File: src/rtl/pb_input_port.sv
// PicoBlaze input peripheral: synchronised, debounced switches and buttons
// with latched, clear-on-read button-press events and a registered read mux.
module pb_input_port #(
    parameter logic [7:0]  SW_PORT         = 8'h00,
    parameter logic [7:0]  BTN_PORT        = 8'h01,
    parameter logic [7:0]  EVT_PORT        = 8'h03,
    parameter int unsigned DEBOUNCE_CYCLES = 100000,
    parameter int unsigned CNT_W           = 17
) (
    input  logic       clk,
    input  logic       rst,
    input  logic [7:0] sw,
    input  logic [4:0] btn,
    input  logic [7:0] port_id,
    input  logic       read_strobe,
    output logic [7:0] in_port,
    output logic       event_pending
);

    localparam logic [CNT_W-1:0] CNT_LAST =
        CNT_W'(DEBOUNCE_CYCLES - 1);

    // Bits 7:0 are switches, bits 12:8 are buttons.
    logic [12:0]      s1;
    logic [12:0]      s;
    logic [12:0]      db;
    logic [12:0]      db_next;
    logic [CNT_W-1:0] cnt [13];
    logic [4:0]       evt;
    logic [4:0]       rise;
    logic [4:0]       evt_next;
    logic             clr;
    logic [7:0]       rd_data;

    always_ff @(posedge clk) begin
        if (rst) begin
            s1 <= '0;
            s  <= '0;
        end else begin
            s1 <= {btn, sw};
            s  <= s1;
        end
    end

    always_comb begin
        db_next = db;
        for (int i = 0; i < 13; i++) begin
            if (s[i] != db[i] && cnt[i] == CNT_LAST)
                db_next[i] = s[i];
        end
    end

    always_ff @(posedge clk) begin
        if (rst) begin
            db <= '0;
            for (int i = 0; i < 13; i++)
                cnt[i] <= '0;
        end else begin
            db <= db_next;
            for (int i = 0; i < 13; i++) begin
                if (s[i] == db[i] || cnt[i] == CNT_LAST)
                    cnt[i] <= '0;
                else
                    cnt[i] <= cnt[i] + CNT_W'(1);
            end
        end
    end

    // A press landing on the clearing read survives the clear.
    assign rise     = db_next[12:8] & ~db[12:8];
    assign clr      = read_strobe && (port_id == EVT_PORT);
    assign evt_next = (clr ? 5'b0 : evt) | rise;

    always_comb begin
        rd_data = 8'h00;
        if (port_id == SW_PORT)
            rd_data = db[7:0];
        else if (port_id == BTN_PORT)
            rd_data = {3'b0, db[12:8]};
        else if (port_id == EVT_PORT)
            rd_data = {3'b0, evt};
    end

    always_ff @(posedge clk) begin
        if (rst) begin
            evt           <= '0;
            event_pending <= 1'b0;
            in_port       <= 8'h00;
        end else begin
            evt           <= evt_next;
            event_pending <= |evt_next;
            in_port       <= rd_data;
        end
    end

endmodule

File: config.mk
export PLATFORM = sky130hd
export DESIGN_NAME = pb_input_port
export DESIGN_NICKNAME = d
export VERILOG_FILES = /design/src/rtl/pb_input_port.sv
export SDC_FILE = /design/constraint.sdc
export NUM_CORES = 1
export LEC_CHECK = 0
export BUFFER_PORTS_ARGS = -buffer_cell sky130_fd_sc_hd__buf_2
export CORE_MARGIN = 8
export CORE_UTILIZATION = 40
export CTS_BUF_LIST = sky130_fd_sc_hd__clkbuf_8 sky130_fd_sc_hd__clkbuf_16
export CTS_CLUSTER_DIAMETER = 80
export DETAILED_ROUTE_END_ITERATION = 16
export GPL_TIMING_DRIVEN = 1
export PLACE_DENSITY_LB_ADDON = 0.1
export SLEW_MARGIN = 10
export SYNTH_ARGS = -nofsm -noshare
export SYNTH_HDL_FRONTEND = slang
export SYNTH_SLANG_ARGS = --single-unit
export TNS_END_PERCENT = 10
File: constraint.sdc
create_clock -name clk -period 2.7 [get_ports clk]
set_clock_uncertainty 0.15 [all_clocks]
set_input_delay 0.405 -clock clk [delete_from_list [all_inputs] [get_ports clk]]
set_output_delay 0.405 -clock clk [all_outputs]
set_load 0.01 [all_outputs]
* Word-level counts from Yosys, hierarchy flattened
Memories as Yosys holds them, arrays and structs flattened.
Index checks and enable logic that the tools add are counted.
** Word-level totals
- Flip-flop bits (word level) :: 53
- RAM bits :: 221
- Input port bits :: 24
- Output and inout port bits :: 9
- Word-level logic and storage cells :: 242
- Memories :: 1
** Cells by class
- $add $sub $neg :: 13
- Eq/ne operators :: 41
- Multiplexer cells :: 115
- Bitwise gates (word level) :: 29
- Reduce and logical (&&, ||, !) cells :: 29
** Memory list
- cnt :: depth 13, width 17, rd ports 13, clocked after memory_dff 0, wr ports 13, line 28 : logic [CNT_W-1:0] cnt [13];
** Operator list (count)
- 2-to-1 mux 17 bit :: 26
- adder 17 x 1 -> 17 bit, second input constant :: 13
- == test 17 bit, second input constant :: 13
- 2-to-1 mux 1 bit :: 85
- OR 1 bit :: 26
- 2-to-1 mux 5 bit :: 3
- logical AND 1 bit :: 14
- == test 1 bit :: 13
- logical OR 1 bit :: 13
- != test 1 bit :: 13
- == test 8 x 1 -> 1 bit, second input constant :: 1
- == test 8 x 2 -> 1 bit, second input constant :: 1
- zero test 8 bit :: 1
- 2-to-1 mux 8 bit :: 1
- AND 5 bit :: 1
- NOT 5 bit :: 1
- OR 5 bit :: 1
- OR reduction 5 bit :: 1

* Logic depth before layout (Yosys ltp)
Gate-level depths: netlist of the first run.
An unclocked memory read counts as a cell.
- Word-level depth :: 8
- Gate-level depth with buffers :: 8
- Gate-level depth less buffers :: 5

* Worst setup path after synthesis of the first run
No wires, ideal clock.
- Path type :: register -> register
- Start point :: memory cnt[3][0] (netlist: cnt[0][51])
- End point :: memory cnt[3][6] (netlist: cnt[0][57]), data pin
- Setup time :: 257 ps
- Arrival time :: 1869 ps
- Data required time :: 2293 ps
- Setup slack :: 424 ps
- Stages on the path, launching flop included :: 7
- Path buffers :: 1
- Period minus slack after synthesis :: 2276 ps
- Cell sequence :: edfxtp_1 -> ha_1 -> nand2_1 -> or4_1 -> o21ai_1 -> buf_2 -> nor2_1
** RTL lines (line)
- from (decl) :: 28

==> results.ini, run 1 <==
[placement]
placed_cells = 2013
routabilityCongestion = 0.760
hpwlAfterDp_um = 18100
dpl_worst_slack_ps = 352
io_buffer_count = 32

[clock_network]
clk_pin_slew_ps = 60
worstSkewPairLatency_ps = 500
cts_tree = built
numCtsBuffers = 36
cts.repair.resized = 0
clock-sinks = 274
htreeDepth = 2
clockBufferDepth = 3
root_buffer = clkbuf_16

[grt]
use_met2_pct = 19.9
grt_pass1_wl_um = 44800
grt_use_met1_pct = 17.6
antenna_found_initial = 0
grt_max_degree = 20
gr-usage-all-layers_pct = 12.7
gr-total-overflow = 0
grt.busiest_layer = met2
use_met3_pct = 2.81
grt_pass1_vias = 9429

[logic_synthesis]
async_reset_ff_share_pct = 0
ys_warn_count = 0
ys_seq_area_share_pct = 55.2
synth-main-ff-cell = edfxtp_1
syn-cell-area_mm2 = 0.0139
synth_seq_cells = 274
ys_types = 56
syn_avg_cell_area_um2 = 10.5
syn-instance-count = 1322
synth_edf_count = 221

[min_path]
min_from = btn[4]
hp-class = input pin to flip-flop

[pwr]
power_switching_uw = 2120
seqPwrFrac_pct = 49.9
pwr_density_cell_mw_per_mm2 = 587
clockPowerShare_pct = 46.3
switching_share_pct = 21.6
internal_power_uw = 7700
combPwrFrac_pct = 3.9
p_leak_uw = 0.00593
ir_worst_vdd_mv = 0.436

[sta]
worstMarginPinSlew_ps = 687
rsz0062_at_grt = false
setup_tns_ps = 0
fin_crit_ps = 2350
relSlewSlack_pct = 54.0
max_freq_ghz = 0.425
hold_viol_final = 0
setup_viol = 0
period_share_pct = 87.2
drv_slew = 0
setup_ws_ps = 346

[die]
die_h_um = 203
initial_utilization_pct = 40.5
rows = 68
io_pins = 33
coreArea_mm2 = 0.0345
dieArea_mm2 = 0.0411
die_w_um = 203

[setup_path]
worstSetupStartpoint = cnt[1][63]
end_kind = flip-flop
path_class = flip-flop to flip-flop
r2r-start = cnt[1][63]
cp_max_fo = 17
worstPathRequired_ps = 2800
critPathLaunchType = flip-flop
crit_arrival_ps = 2450

[finish]
fill_cells = 3302
antenna_cells = 0
nNetsFinal = 1643
syn_to_final_growth_pct = 20.1
fin_cells = 2087
drive_above_1_share_pct = 7.66
layout_common_cells = edfxtp_1, conb_1, nor2_1

[detailed_routing]
drt_iter0_drc = 388
post_drt_wl_per_cell_um = 12.5
drtPass1Iterations = 4
viasPerCell = 4.77
drc = 0
routed-via-count = 9948
final_antenna_net_count = 0
wirelength_um = 26100

[flow_run]
drv_cap = 0

[run_status]
outcome = finished clean

## stage by stage
stage                     hold WS (ps)  instance area (um2)  utilization (%)  total power [uW]
after floorplan                    264                14800                -              5220
after global placement             269                15500             44.9              5340
after detailed placement           273                15500             44.9              5340
after CTS                         2.21                16700             48.6              9990
after global routing              3.06                16700             48.6             10200
final                             6.39                16700             48.6              9820
## metal layers
metal  vias up  share of wire, %
met5         -                 0
met4         0               1.6
met3        37               4.0
met2        98                45
met1      4627                50
li1       5186                 -
## repair_timing
action,in CTS,in global routing
setup buffers,0,0
hold endpoints to repair,10,0
hold buffers,10,0
## worst paths after layout
| check | slack, ps | to | cells past startpoint |
|---|---|---|---|
| min | 6 | s1[12] | 2 |
| min reg2reg | 290 | s[1] | 1 |
| max | 350 | cnt[1][57] | 5 |
| max reg2reg | 350 | cnt[1][57] | 5 |
## synthesized netlist by cell type, drive strengths merged, types with 3 or more instances
master	number	area share, %
and4	23	1.4
o21ai	40	1.5
or3	42	1.9
o211a	5	0.36
xnor2	86	5.4
nor4	29	1.5
or2	4	0.18
and3	15	0.68
nand4b	3	0.19
nor2	211	5.7
mux2i	5	0.36
xor2	78	4.9
a32oi	3	0.19
edfxtp	221	48
buf	20	0.93
clkbuf	19	0.51
ha	13	1.2
or4	22	1.2
a21bo	3	0.22
a21oi	58	2.1
nor3b	3	0.16
nor4b	7	0.44
nand2	68	1.8
nor4bb	9	0.65
and2	8	0.36
o31ai	11	0.59
nor3	25	0.90
nand4	56	2.5
nand3	85	3.1
nor2b	32	1.4
dfxtp	53	7.6
inv	41	1.1
or4b	5	0.36
nand2b	3	0.13
## logic make-up (layout without fill, tap and decap cells)
logic type | after synthesis | count (layout) | synth area share, %
and+or+nand+nor | 655 | 655 | 24.9
xor gates and xnor gates | 164 | 164 | 10.3
AOI/OAI and AO/OA | 130 | 130 | 5.48
other | 1 | 221 | 0.0269
DFF | 274 | 274 | 55.2
muxes | 5 | 5 | 0.359
buffers and inverters | 80 | 170 | 2.55
adders and majority gates | 13 | 13 | 1.17
## registers in the layout, indices dropped and copies added (netlist names)
signal and flops:
evt 5, in_port 8, s 13, s1 13
event_pending 1, cnt 221, db 13
## power by group through the flow
stage	Sequential (uW)	Combinational (uW)	Clock [uW]
floorplan	4930	289	0
global placement	4980	360	0
detailed placement	4980	360	0
CTS	4900	375	4720
global route	4920	440	4850
finish	4900	378	4540
## final cells by class
class | instances | area [um2] | share of cell area [%]
sequential | 274 | 7700 | 46.0
multi-input combinational | 1188 | 6720 | 40.1
clock buffer | 46 | 1080 | 6.47
tap | 455 | 569 | 3.40
timing repair buffer | 65 | 445 | 2.66
inverter | 41 | 154 | 0.919
clock inverter | 18 | 78.8 | 0.471
## worst max-delay path: stages, from the launching register on
cell and delay, ps:
edfxtp_1 480, or4b_1 580, nor4_2 450, or3_1 170
buf_4 210, nor2_1 70
Power figures use the tool's default switching activity.
==> inputs of run 2 (changes only) <==
- CTS_BUF_LIST: sky130_fd_sc_hd__clkbuf_8 sky130_fd_sc_hd__clkbuf_16 -> sky130_fd_sc_hd__clkbuf_4 sky130_fd_sc_hd__clkbuf_8
- HOLD_SLACK_MARGIN: unset -> 0.08
==> results.ini, run 2 (synthesis results as in run 1) <==
[placement]
dpl-instance-area_mm2 = 0.0155
routabilityCongestion = 0.760
io_buffer_count = 32
hpwlAfterDp_um = 18100

[sta]
relSlewSlack_pct = 55.3
setup_viol = 0
hold_ws_ps = 124
fin_crit_ps = 2360
setup_tns_ps = 0
drv_slew = 0
worstMarginPinSlew_ps = 668
hold_viol_final = 0
period_share_pct = 87.4
max_freq_ghz = 0.424
rsz0062_at_grt = false

[setup_path]
path_cells = or4b_1 > nor4_2 > or3_1 > buf_4 > nor2_1
cpLargestDelayFamily = simple AND/OR/NAND/NOR gates
crit_arrival_ps = 2530
end_kind = flip-flop
worstPathRequired_ps = 2870
cp_max_fo = 17
path_class = flip-flop to flip-flop
crit_buf_inv = 1
critPathLaunchType = flip-flop
cpMaxStageDelayCell = or4b_1
max_stage_delay_ps = 580

[min_path]
hp-class = input pin to flip-flop

[detailed_routing]
drc = 0
drtPass1Iterations = 4
routed-via-count = 10100
post_drt_wl_per_cell_um = 12.4
wirelength_um = 26400
drt_iter0_drc = 366
final_antenna_net_count = 0
viasPerCell = 4.76

[finish]
layout_common_cells = edfxtp_1, conb_1, nor2_1
final_cell_area_mm2 = 0.0167
regMostFlops = cnt
drive_above_1_share_pct = 9.86
syn_to_final_growth_pct = 19.9
nNetsFinal = 1661
antenna_cells = 0
largest_reg_flops = 221

[grt]
grt_max_degree = 20
use_met3_pct = 3.09
gr-total-overflow = 0
grt.busiest_layer = met2
grt_pass1_vias = 9604
use_met2_pct = 19.8
gr-usage-all-layers_pct = 12.9
antenna_found_initial = 0
grt_use_met1_pct = 17.7
grt_pass1_wl_um = 45200

[clock_network]
cts_tree = built
cts.repair.resized = 0
worstSkewPairLatency_ps = 580
clk_pin_slew_ps = 60
clock-sinks = 274
htreeDepth = 2
root_buffer = clkbuf_8
numCtsBuffers = 50
clockBufferDepth = 3

[die]
initial_utilization_pct = 40.5
rows = 68
coreArea_mm2 = 0.0345
die_w_um = 203
io_pins = 33
die_h_um = 203
dieArea_mm2 = 0.0411

[pwr]
ir_worst_vdd_mv = 0.313
p_leak_uw = 0.00591
pwr_density_cell_mw_per_mm2 = 565

[flow_run]
drv_cap = 0

[run_status]
outcome = finished clean

run 2: cell types whose count changed in the layout (fill, tap and decap cells not counted):
| cell | change |
|---|---|
| clkbuf_16 | -40 |
| clkbuf_4 | +23 |
| clkbuf_8 | +59 |
| clkinv_1 | -1 |
| clkinv_2 | -3 |
| clkinvlp_4 | +1 |
| dlygate4sd3_1 | +4 |
| inv_1 | -10 |
| inv_6 | -1 |
run 2: timing repair:
item | CTS | global route
buffers inserted | 0 | 0
endpoints found under the hold margin | 15 | 0
hold buffers | 14 | 0
endpoints found under the setup margin | 0 | 0
run 2: area by class of cell:
class                      instances  area (um2)
clock buffer                      88        1070
clock inverter                     4        21.3
fill                            3298       17700
inverter                          41         154
multi-input combinational       1188        6720
sequential                       274        7700
tap                              455         569
timing repair buffer              69         485
run 2: worst paths after layout:
kind	from	to	slack [ps]	depth (start not counted)
worst max register to register	cnt[1][63]	cnt[1][67]	340	5
worst min register to register	s1[1]	s[1]	280	1
worst min-delay path	rst	db[11]	120	2
worst max-delay path	cnt[1][63]	cnt[1][67]	340	5
run 2: worst reg2reg max path, cell delays in order (launching register included):
cell	delay (ps)
edfxtp_1	470
or4b_1	580
nor4_2	450
or3_1	170
buf_4	210
nor2_1	70
run 2: power by group:
group / leakage (uW) / switching [uW] / internal [uW] / total [uW]
sequential: 0.00271 / 169 / 4730 / 4900
combinational: 0.00262 / 217 / 166 / 382
clock: 0.000583 / 1700 / 2460 / 4160
run 2: stage by stage:
step                setup WS (ps)  cells  utilization (%)  total power, uW
floorplan                     424   1542                -             5220
global placement              400   2013             44.9             5340
detailed placement            352   2013             44.9             5340
CTS                           338   2119             48.5             9610
global route                  174   2119             48.5             9870
finish                        340   2119             48.5             9440
run 2: per-layer routing:
layer,routed length (um),share of wire [%]
met5,0,0
met4,522,2.0
met3,1290,4.9
met2,11500,44
met1,13100,50
